## config.mk

```make
export PLATFORM = sky130hd
export DESIGN_NAME = ulas_mdu_seq
export DESIGN_NICKNAME = d
export VERILOG_FILES = /design/src/rtl/ulas_pkg.sv /design/src/rtl/mdu_step.sv /design/src/rtl/ulas_mdu_seq.sv
export SDC_FILE = /design/constraint.sdc
export NUM_CORES = 1
export LEC_CHECK = 0
export CORE_ASPECT_RATIO = 0.75
export CORE_UTILIZATION = 54
export CTS_CLUSTER_DIAMETER = 150
export DETAILED_ROUTE_END_ITERATION = 12
export GPL_ROUTABILITY_DRIVEN = 1
export PLACE_DENSITY = 0.81
export SYNTH_ARGS = -nofsm -noshare
export SYNTH_HDL_FRONTEND = slang
export SYNTH_SLANG_ARGS = --single-unit
```

## constraint.sdc

```tcl
create_clock -name clk -period 6.7 [get_ports clk]
set_input_delay 1.34 -clock clk [delete_from_list [all_inputs] [get_ports clk]]
set_output_delay 1.34 -clock clk [all_outputs]
set_load 0.01 [all_outputs]
```

## src/rtl/ulas_pkg.sv

```systemverilog
// Shared ULAS definitions: ALU opcodes and multiply/divide sequencer types.
// Latency: n/a (package, no logic).
// Backpressure: n/a.
package ulas_pkg;

    // ULAS aluop encodings
    localparam logic [4:0] ALU_ADD  = 5'b00001;
    localparam logic [4:0] ALU_SUB  = 5'b00010;
    localparam logic [4:0] ALU_AND  = 5'b00011;
    localparam logic [4:0] ALU_OR   = 5'b00100;
    localparam logic [4:0] ALU_XOR  = 5'b00101;
    localparam logic [4:0] ALU_SLL  = 5'b00110;
    localparam logic [4:0] ALU_SRL  = 5'b00111;
    localparam logic [4:0] ALU_SRA  = 5'b01000;
    localparam logic [4:0] ALU_SLT  = 5'b01001;
    localparam logic [4:0] ALU_MULT = 5'b10000;
    localparam logic [4:0] ALU_DIV  = 5'b10001;

    // Sequencer control states
    typedef enum logic [1:0] {
        IDLE = 2'd0,
        RUN  = 2'd1,
        FIN  = 2'd2
    } mdu_state_t;

    // Datapath mode selected for the single-iteration kernel
    typedef enum logic {
        MDU_MULT = 1'b0,
        MDU_DIV  = 1'b1
    } mdu_mode_t;

endpackage

```

## src/rtl/mdu_step.sv

```systemverilog
// One iteration of unsigned shift-add multiply or restoring divide.
// Latency: combinational, zero cycles.
// Backpressure: none; the caller decides when to register acc_nxt.
//
// Ports:
//   mode     - MDU_MULT or MDU_DIV
//   acc      - 2*WIDTH accumulator: mult {acc_hi, mplier}, div {remainder, dividend/quotient}
//   operand  - multiplicand (mult) or divisor (div)
//   acc_nxt  - accumulator after this iteration
// Config macro: ULAS_MDU_DIV_EN includes the restoring-subtract path.
module mdu_step
    import ulas_pkg::*;
#(
    parameter int WIDTH = 32
) (
    input  mdu_mode_t            mode,
    input  logic [2*WIDTH-1:0]   acc,
    input  logic [WIDTH-1:0]     operand,
    output logic [2*WIDTH-1:0]   acc_nxt
);

    logic [WIDTH:0]       sum;
    logic [2*WIDTH-1:0]   mult_nxt;

    // Add is WIDTH+1 wide so the carry drops into the high word on the shift.
    always_comb begin
        sum      = {1'b0, acc[2*WIDTH-1:WIDTH]} + (acc[0] ? {1'b0, operand} : '0);
        mult_nxt = {sum, acc[WIDTH-1:1]};
    end

`ifdef ULAS_MDU_DIV_EN
    logic [WIDTH:0]       part;
    logic [WIDTH-1:0]     diff;
    logic [2*WIDTH-1:0]   div_nxt;

    // part = remainder shifted left with the next dividend bit. The remainder
    // stays below the divisor, so a kept difference always fits in WIDTH bits
    // and the low WIDTH bits of the subtraction are exact.
    always_comb begin
        part = {acc[2*WIDTH-1:WIDTH], acc[WIDTH-1]};
        diff = part[WIDTH-1:0] - operand;
        if (part >= {1'b0, operand}) begin
            div_nxt = {diff, acc[WIDTH-2:0], 1'b1};
        end else begin
            div_nxt = {part[WIDTH-1:0], acc[WIDTH-2:0], 1'b0};
        end
        acc_nxt = (mode == MDU_DIV) ? div_nxt : mult_nxt;
    end
`else
    // Divide is never started in this build; hold the accumulator if asked.
    always_comb begin
        acc_nxt = (mode == MDU_DIV) ? acc : mult_nxt;
    end
`endif

endmodule

```

## src/rtl/ulas_mdu_seq.sv

```systemverilog
// Multi-cycle unsigned multiply/divide sequencer beside the ULAS ALU.
// Latency: WIDTH+1 cycles from accepted start to done; error ops done next cycle.
// Backpressure: busy high while iterating; start outside IDLE is dropped, not queued.
//
// Ports:
//   clk, rst      - clock, asynchronous active-high reset
//   start, aluop  - request and opcode (ALU_MULT / ALU_DIV), sampled in IDLE
//   op1, op2      - multiplicand/dividend, multiplier/divisor
//   busy          - iteration in progress
//   done          - one-cycle pulse, r1/hi/UF valid
//   r1, hi        - low word/quotient, high word/remainder (held until next done)
//   UF            - divide by zero or unsupported aluop
// Config macro: ULAS_MDU_DIV_EN enables the divider; without it DIV reports UF.
module ulas_mdu_seq
    import ulas_pkg::*;
#(
    parameter int WIDTH = 32
) (
    input  logic              clk,
    input  logic              rst,
    input  logic              start,
    input  logic [4:0]        aluop,
    input  logic [WIDTH-1:0]  op1,
    input  logic [WIDTH-1:0]  op2,
    output logic              busy,
    output logic              done,
    output logic [WIDTH-1:0]  r1,
    output logic [WIDTH-1:0]  hi,
    output logic              UF
);

    localparam int CNT_W = (WIDTH > 1) ? $clog2(WIDTH) : 1;
    localparam logic [CNT_W-1:0] CNT_LAST = CNT_W'(WIDTH - 1);

    mdu_state_t          state_q, state_d;
    mdu_mode_t           mode_q,  mode_d;
    logic [2*WIDTH-1:0]  acc_q,   acc_d;
    logic [WIDTH-1:0]    opnd_q,  opnd_d;
    logic [CNT_W-1:0]    cnt_q,   cnt_d;
    logic [WIDTH-1:0]    r1_q,    r1_d;
    logic [WIDTH-1:0]    hi_q,    hi_d;
    logic                uf_q,    uf_d;

    logic [2*WIDTH-1:0]  acc_nxt;

    mdu_step #(
        .WIDTH   (WIDTH)
    ) u_step (
        .mode    (mode_q),
        .acc     (acc_q),
        .operand (opnd_q),
        .acc_nxt (acc_nxt)
    );

    always_ff @(posedge clk or posedge rst) begin
        if (rst) begin
            state_q <= IDLE;
            mode_q  <= MDU_MULT;
            acc_q   <= '0;
            opnd_q  <= '0;
            cnt_q   <= '0;
            r1_q    <= '0;
            hi_q    <= '0;
            uf_q    <= 1'b0;
        end else begin
            state_q <= state_d;
            mode_q  <= mode_d;
            acc_q   <= acc_d;
            opnd_q  <= opnd_d;
            cnt_q   <= cnt_d;
            r1_q    <= r1_d;
            hi_q    <= hi_d;
            uf_q    <= uf_d;
        end
    end

    // Result registers are only written on the edge that enters FIN, so
    // r1/hi/UF stay stable from one done to the next.
    always_comb begin
        state_d = state_q;
        mode_d  = mode_q;
        acc_d   = acc_q;
        opnd_d  = opnd_q;
        cnt_d   = cnt_q;
        r1_d    = r1_q;
        hi_d    = hi_q;
        uf_d    = uf_q;

        case (state_q)
            IDLE: begin
                if (start) begin
                    if (aluop == ALU_MULT) begin
                        // {acc_hi, mplier} starts as {0, op2}; op1 is added in.
                        acc_d   = {{WIDTH{1'b0}}, op2};
                        opnd_d  = op1;
                        mode_d  = MDU_MULT;
                        cnt_d   = '0;
                        state_d = RUN;
                    end
`ifdef ULAS_MDU_DIV_EN
                    else if (aluop == ALU_DIV) begin
                        if (op2 == '0) begin
                            r1_d    = '1;
                            hi_d    = op1;
                            uf_d    = 1'b1;
                            state_d = FIN;
                        end else begin
                            // {remainder, dividend}; quotient bits shift in at the bottom.
                            acc_d   = {{WIDTH{1'b0}}, op1};
                            opnd_d  = op2;
                            mode_d  = MDU_DIV;
                            cnt_d   = '0;
                            state_d = RUN;
                        end
                    end
`endif
                    else begin
                        r1_d    = '0;
                        hi_d    = '0;
                        uf_d    = 1'b1;
                        state_d = FIN;
                    end
                end
            end

            RUN: begin
                acc_d = acc_nxt;
                cnt_d = cnt_q + CNT_W'(1);
                if (cnt_q == CNT_LAST) begin
                    // Take the final iteration straight from the kernel.
                    r1_d    = acc_nxt[WIDTH-1:0];
                    hi_d    = acc_nxt[2*WIDTH-1:WIDTH];
                    uf_d    = 1'b0;
                    state_d = FIN;
                end
            end

            FIN: begin
                state_d = IDLE;
            end

            default: begin
                state_d = IDLE;
            end
        endcase
    end

    assign busy = (state_q == RUN);
    assign done = (state_q == FIN);
    assign r1   = r1_q;
    assign hi   = hi_q;
    assign UF   = uf_q;

endmodule

```

Word level (Yosys, flattened, before mapping)
Index checks and enable logic that the tools add are counted.

cells by class
  $add $sub $neg = 2
  eq/ne operators = 8
  multiplexer cells = 21
  reductions and logical operators = 6

operators with widths
  operator                                                          number
  32-bit two-way mux                                                5
  64-bit two-way mux                                                2
  32-bit case mux with 2 select lines                               2
  64-bit case mux with 2 select lines                               1
  32-bit by 33-bit adder with 33-bit output                         1
  5-bit == test (second input constant)                             2
  5-bit two-way mux                                                 2
  5-bit case mux with 2 select lines                                1
  2-bit two-way mux                                                 3
  2-bit != test (second input constant)                             3
  3-bit AND reduction                                               2
  5-bit by 1-bit adder with 5-bit output (second input constant)    1
  2-bit case mux with 2 select lines                                1
  4-bit AND reduction                                               1
  1-bit two-way mux                                                 3
  2-bit by 1-bit == test with 1-bit output (second input constant)  1
  2-bit == test (second input constant)                             1
  2-bit zero test                                                   1
  2-bit by 1-bit != test with 1-bit output (second input constant)  1
  1-bit case mux with 2 select lines                                1
  2-bit AND reduction                                               1
  2-bit nonzero test                                                1

storage, ports and cells
  register bits = 168
  bits of input ports = 72
  output and inout port bits = 67
  word-level logic and storage cells = 44

Depth between registers and ports, before layout
Gate-level depths: netlist of run 1.

  depth after elaboration = 4
  gate-level depth with buffers = 11
  depth with buffers taken out = 11

Modules after synthesis
Synthesis of run 1 repeated with hierarchy kept, for this count alone.

unflattened totals
  cell total of the unflattened synthesis = 1052
  area total of the unflattened synthesis = 9857.0 µm²

modules (own cells, without submodules)
  module        instances  cells an instance  area an instance (µm²)  seq. area each (µm²)
  ulas_mdu_seq  1          645                7101.8                  4204.0
  mdu_step      1          407                2755.1                  0.0

Worst setup path before layout of run 1
Ideal clock, no wire load.

  path kind = in2reg
  start point = input aluop[0]
  end point = register opnd_q[19]
  setup time = 117 ps
  arrival = 2858 ps
  path slack = 3725 ps
  stages = 9
  buffers on the path = 3
  path through = or4b_1 -> nor3_2 -> nand2_1 -> or2_2 -> clkbuf_1 -> buf_6 -> buf_6 -> nand2_1 -> nand2_1

on the way
  cells in the longest elaborated chain, start to end = 2

RTL lines
  element                        line                text
  from (decl)                    ulas_mdu_seq.sv:22  input logic [4:0] aluop,
  5-bit == test                  ulas_mdu_seq.sv:92  if (aluop == ALU_MULT) begin
  3-bit AND reduction (no line)  --
  to (signal assigned)           ulas_mdu_seq.sv:69  opnd_q <= opnd_d;
  to (decl)                      ulas_mdu_seq.sv:38  logic [WIDTH-1:0] opnd_q, opnd_d;

No other way between the ends.
A chain may end at the register's enable or synchronous reset.

Final worst setup path of run 1
  start point = register state_q[1]
  end point = output busy

on the way
  cells in the longest elaborated chain, start to end = 1

RTL lines
  element                                   line                 text
  from (decl)                               ulas_mdu_seq.sv:35   mdu_state_t state_q, state_d;
  from (signal assigned)                    ulas_mdu_seq.sv:66   state_q <= state_d;
  2-bit by 1-bit == test with 1-bit output  ulas_mdu_seq.sv:148  assign busy = (state_q == RUN);
  to (decl)                                 ulas_mdu_seq.sv:25   output logic busy,

No other way between the ends.

==> results of run 1 <==
==> report_power, final <==
part | total [mW] | internal [mW] | switching, mW
clock network | 1.02 | 0.565 | 0.452
registers | 1.41 | 1.24 | 0.168
logic | 0.757 | 0.324 | 0.433
==> sequential cells by signal, summed over array words and instances (netlist names) <==
| signal | cells |
|---|---|
| acc_q | 64 |
| hi | 32 |
| opnd_q | 32 |
| r1 | 32 |
| cnt_q | 5 |
| state_q | 2 |
| UF | 1 |
==> cell usage in the layout (no fill, tap or decap), types with 5 or more instances in the layout <==
master	n
a211oi_1	5
and2_1	32
a21oi_1	32
dfrtp_1	168
a22o_1	23
a222oi_1	15
ha_1	34
buf_4	7
clkdlybuf4s50_1	138
nand2_1	242
o31ai_1	8
inv_1	27
xor2_1	11
nand3_1	7
o211ai_1	8
nor2_1	23
nand4_1	7
o21ai_0	93
xnor2_1	13
mux2i_1	17
clkbuf_16	17
a21o_1	20
inv_6	8
and3_1	5
==> cell usage after synthesis (all sizes together), types with 3 or more instances <==
library cell	n
inv	29
mux2i	17
o21ai	95
a222oi	15
and2	32
nor2	24
nand2	242
nand4	7
nor3	4
a31oi	5
o21bai	4
o31ai	8
o211ai	9
xnor2	13
nand3	7
a22o	24
nor2b	4
a41oi	3
a211oi	6
dfrtp	168
nand2b	4
o2111ai	3
buf	24
a21boi	3
o21a	4
xor2	11
clkbuf	31
or3	4
a21oi	32
a21o	20
and3	5
ha	34
==> per-stage QoR <==
stage	instances	cell area [um2]	util, %
3_5_place_dp	1208	9971	64.87
4_1_cts	1240	10570	68.79
6_report	1240	10570	68.79
3_3_place_gp	1208	9971	64.87
2_1_floorplan	913	8567	-
5_1_grt	1240	10570	68.79
==> final cells by class <==
class,instances,area (um2)
well taps,205,256.5
multi-input cells,661,3963
fillers,1242,4797
clock buffers,17,425.4
repair buffers,145,1434
inverters,29,113.9
clock inverters,15,177.7
flip-flops and latches,168,4204
==> critical path, cell delays in order (launching register included) <==
cell	delay (ns)
dfrtp_1	0.48
nand2b_1	0.22
inv_2	0.06
buf_4	0.66
clkdlybuf4s50_1	0.68
==> kinds of logic after synthesis <==
kind of cell / after synthesis / synth area share [%]
flip-flops: 168 / 49.07
adder cells (fa/ha/maj): 35 / 5.199
AO/OA/AOI/OAI: 245 / 19.34
AND/OR/NAND/NOR: 339 / 17.00
multiplexers: 18 / 2.118
XOR/XNOR: 24 / 2.454
buffers and inverters: 84 / 4.819
==> routing by layer <==
layer  global-route usage, %  vias to the layer above  wire, um
met5                       0                        -         0
met4                   7.079                        0       208
met3                   5.761                       20      1134
met2                   40.69                      210      9553
met1                   41.28                     3384     10290
li1                        -                     3402         -
==> worst paths after layout <==
| check | from | endpoint | slack [ns] | depth (start not counted) |
|---|---|---|---|---|
| worst max-delay path | state_q[1] | busy | 2.79 | 4 |
| worst min-delay path | opnd_q[17] | opnd_q[17] | 0.47 | 2 |
| worst max register to register | acc_q[0] | hi[19] | 2.89 | 11 |
| worst min register to register | opnd_q[17] | opnd_q[17] | 0.47 | 2 |
| max in group asynchronous | rst | opnd_q[20] | 4.22 | 3 |
| min in group asynchronous | rst | acc_q[2] | 1.36 | 2 |
==> flow_summary.json, run 1 <==
{
  "status": "finished, final reports clean",
  "skew_ns": 0.01438,
  "synth_cell_types": 61,
  "p_per_area_mw_per_mm2": 300.7,
  "totalPowerFinal_mw": 3.179,
  "syn_area_mm2": 0.008567,
  "die_y_um": 111.1,
  "antenna_found_initial": 0,
  "hold_buffers": 0,
  "ctsResizeCount": 0,
  "fp.dieW_um": 147.4,
  "core_area_mm2": 0.01537,
  "synth_top_flop_cell": "dfrtp_1",
  "min_path_type": "register to register",
  "netlist_instances": 913,
  "ys_seq_elements": 168,
  "top_level_ports": 139,
  "initial_utilization_pct": 55.73,
  "synth_edf_count": 0,
  "final_nets": 1129,
  "root_buffer": "clkbuf_16",
  "cts_num_sinks": 168,
  "drtIter0Drc": 605,
  "cts_inserted_buffers": 17,
  "die_area_mm2": 0.01638,
  "clkLatencyLatePin_ns": 0.44,
  "grtUsageTotal_pct": 27.61,
  "required_ns": 5.36,
  "drv_cap": 0,
  "period_minus_slack_ns": 3.914,
  "viasPerCell": 5.658,
  "setup_viol": 0,
  "htree_levels": 4,
  "wl_um": 21180,
  "postSynthAreaPerCell_um2": 9.383,
  "path_max_fanout": 86,
  "drive_gt1_share_pct": 5.411,
  "seq_area_frac_synth_pct": 49.07,
  "synthArstFlopShare_pct": 100.0,
  "dpl_worst_slack_ns": 2.687,
  "synth_top_area_share_pct": 49.07,
  "final-max-slew-violation-count": 0,
  "final-hold-violation-count": 0,
  "yosysWarnings": 0,
  "first_pass_iters": 8,
  "start_kind": "register",
  "vias": 7016,
  "slew_headroom_pct": 15.77,
  "area_growth_pct": 23.43,
  "grt_max_degree": 94,
  "fin_crit_sh_pct": 58.42,
  "fmax_mhz": 255.5,
  "drcViolationCount": 0,
  "crit_type": "register to output pin",
  "max_slew.worst_pin.slew_ns": 1.259,
  "cp.arrival_ns": 2.57,
  "peakVddDrop_mv": 0.1903,
  "synth_nets": 1020,
  "antenna_left": 0,
  "synth.area.top_cells": "dfrtp_1 49%, nand2_1 11%, o21ai_0 5.4%",
  "io_buffers": 138,
  "leakagePower_nw": 5.127,
  "placement_rows": 39,
  "dpl.hpwl_um": 14120,
  "whs_ns": 0.4674,
  "clockBufferDepth": 2,
  "post-cts-setup-buffer-count": 0,
  "tns_ns": 0,
  "post_drt_wl_per_cell_um": 17.08,
  "yosysTopAreaCell": "dfrtp_1",
  "n_antenna_cell": 0,
  "grt_pass1_vias": 6841,
  "endpoint_kind": "output pin",
  "clkTransAtPathRegs_ns": 0.07,
  "cts_tree": "done",
  "grt_pass1_wl_um": 35400,
  "gp_congestion": 0.9637,
  "grt_overflow": 0,
  "worst_slack_ns": 2.786,
  "grt_setup_unrepaired": "false"
}
Power figures use the tool's default switching activity.
==> run 2, diff against run 1 <==
clock period = 4.1 ns   (was 6.7 ns; I/O delays follow)
==> run 2 against run 1 <==
Sequential share of layout area is 0.23 points lower. Die area stayed put. Via count is 1.4% higher. Worst setup slack worse by 2.1 ns.
==> flow_summary.json, run 2 (synthesis gave the netlist of run 1 again) <==
{
  "peakVddDrop_mv": 0.2706,
  "start_kind": "register",
  "grt_overflow": 0,
  "skew_ns": 0.008902,
  "max_slew.worst_pin.slew_ns": 1.163,
  "crit_family": "compound AO/OA/AOI/OAI gates",
  "slowest_stage": "dfrtp_1",
  "post_drt_wl_per_cell_um": 17.04,
  "drtIter0Drc": 714,
  "post-cts-setup-buffer-count": 0,
  "crit_type": "register to register",
  "layout.cells.non_filler": 1243,
  "largest_register_ffs": 64,
  "grt_pass1_wl_um": 35160,
  "final_nets": 1132,
  "p_per_area_mw_per_mm2": 492.1,
  "n_antenna_cell": 0,
  "final-hold-violation-count": 0,
  "drv_cap": 0,
  "die_y_um": 111.1,
  "cts_tree": "done",
  "grt_pass1_vias": 6948,
  "use_met2_pct": 40.13,
  "crit_buf_inv": 1,
  "fin_crit_sh_pct": 83.54,
  "io_buffers": 138,
  "cp.arrival_ns": 3.75,
  "dpl.cell_count": 1211,
  "placement_rows": 39,
  "placed_cell_area_mm2": 0.01002,
  "cts_num_sinks": 168,
  "grt_setup_unrepaired": "false",
  "drcViolationCount": 0,
  "initial_utilization_pct": 55.73,
  "endpoint_kind": "register",
  "final_cell_mix": "242 x nand2_1, 168 x dfrtp_1, 138 x clkdlybuf4s50_1, 93 x o21ai_0, 34 x ha_1",
  "fmax_mhz": 292.0,
  "setup_viol": 0,
  "vias": 7117,
  "period_minus_slack_ns": 3.425,
  "met1_usage_pct": 40.64,
  "area_growth_pct": 24.16,
  "core_area_mm2": 0.01537,
  "clockBufferDepth": 2,
  "tns_ns": 0,
  "antenna_found_initial": 0,
  "top_level_ports": 139,
  "htree_levels": 4,
  "first_pass_iters": 7,
  "finish.instance_area_mm2": 0.01064,
  "viasPerCell": 5.726,
  "clkTransAtPathRegs_ns": 0.07,
  "leakagePower_nw": 5.164,
  "slowest_delay_ns": 0.67,
  "top_register": "acc_q",
  "final_common_cell": "nand2_1",
  "ctsResizeCount": 0,
  "path_max_fanout": 17,
  "busiest_layer": "met1",
  "path_cells": "and2_1 > ha_1 > inv_1 > fa_1 > nor2b_2 > o2111a_1 > o21a_1 > a31oi_4 > o41ai_1 > xor2_1 > a22o_1",
  "grt_max_degree": 169,
  "clkLatencyLatePin_ns": 0.44,
  "die_area_mm2": 0.01638,
  "hold_buffers": 0,
  "grt_use_met3_pct": 5.761,
  "wl_um": 21180,
  "required_ns": 4.43,
  "slew_headroom_pct": 22.48,
  "grtUsageTotal_pct": 27.31,
  "min_path_type": "register to register",
  "fp.dieW_um": 147.4,
  "n_fill_cell": 1220,
  "dpl.hpwl_um": 14420,
  "gp_congestion": 0.9134,
  "final-max-slew-violation-count": 0,
  "status": "finished, final reports clean",
  "drive_gt1_share_pct": 5.684,
  "cts_inserted_buffers": 17,
  "root_buffer": "clkbuf_16",
  "antenna_left": 0
}
-- run 2: cell count changes in the layout (fill, tap and decap cells not counted) --
cell        change
buf_12          +2
buf_4           +1
clkinv_4        +1
clkinv_8        +1
clkinvlp_4      -2
inv_6           -2
inv_8           +2
-- run 2: layout make-up --
cell class	count	area, um2	share of cell area (%)
Multi-Input combinational cell	661	3963	37.25
Tap cell	205	256.5	2.411
Timing Repair Buffer	148	1481	13.93
Inverter	29	112.6	1.059
Clock buffer	17	425.4	4.000
Clock inverter	15	193.9	1.823
Sequential cell	168	4204	39.52
-- run 2: final timing paths --
| path | start | endpoint | slack (ns) | cells after the start |
|---|---|---|---|---|
| worst max-delay path | acc_q[0] | hi[19] | 0.67 | 11 |
| worst min-delay path | opnd_q[30] | opnd_q[30] | 0.47 | 2 |
| worst max register to register | acc_q[0] | hi[19] | 0.67 | 11 |
| worst min register to register | opnd_q[30] | opnd_q[30] | 0.47 | 2 |
| max in group asynchronous | rst | opnd_q[19] | 2.46 | 3 |
| min in group asynchronous | rst | opnd_q[8] | 0.98 | 3 |
-- run 2: power by group --
group	internal [mW]	switching (mW)	leakage, nW
clock	0.936	0.760	0.306
sequential	2.02	0.260	2.25
combinational	0.535	0.719	2.61
-- run 2: stage by stage --
| step | hold WS [ns] | power, mW | util, % | setup WS [ns] |
|---|---|---|---|---|
| finish | 0.4738 | 5.234 | 69.20 | 0.6749 |
| global route | 0.5030 | 5.523 | 69.20 | 0.5194 |
| CTS | 0.4786 | 5.238 | 69.20 | 0.7489 |
| detailed placement | 0.4541 | 3.536 | 65.17 | 0.6986 |
| global placement | 0.4549 | 3.485 | 65.17 | 0.8440 |
| floorplan | 0.4368 | 3.143 | - | 1.139 |
-- run 2: tightest hold or removal path, delay by kind of cell (launching register included) --
family | cells | cell delay, ns
flip-flops | 1 | 0.34
AND/OR/NAND/NOR | 2 | 0.11
-- run 2: layer usage --
metal | vias to the layer above | share of wire (%)
met4 | 0 | 1.4
met2 | 243 | 44
met3 | 23 | 5.7
met1 | 3449 | 49
li1 | 3402 | -
met5 | - | 0
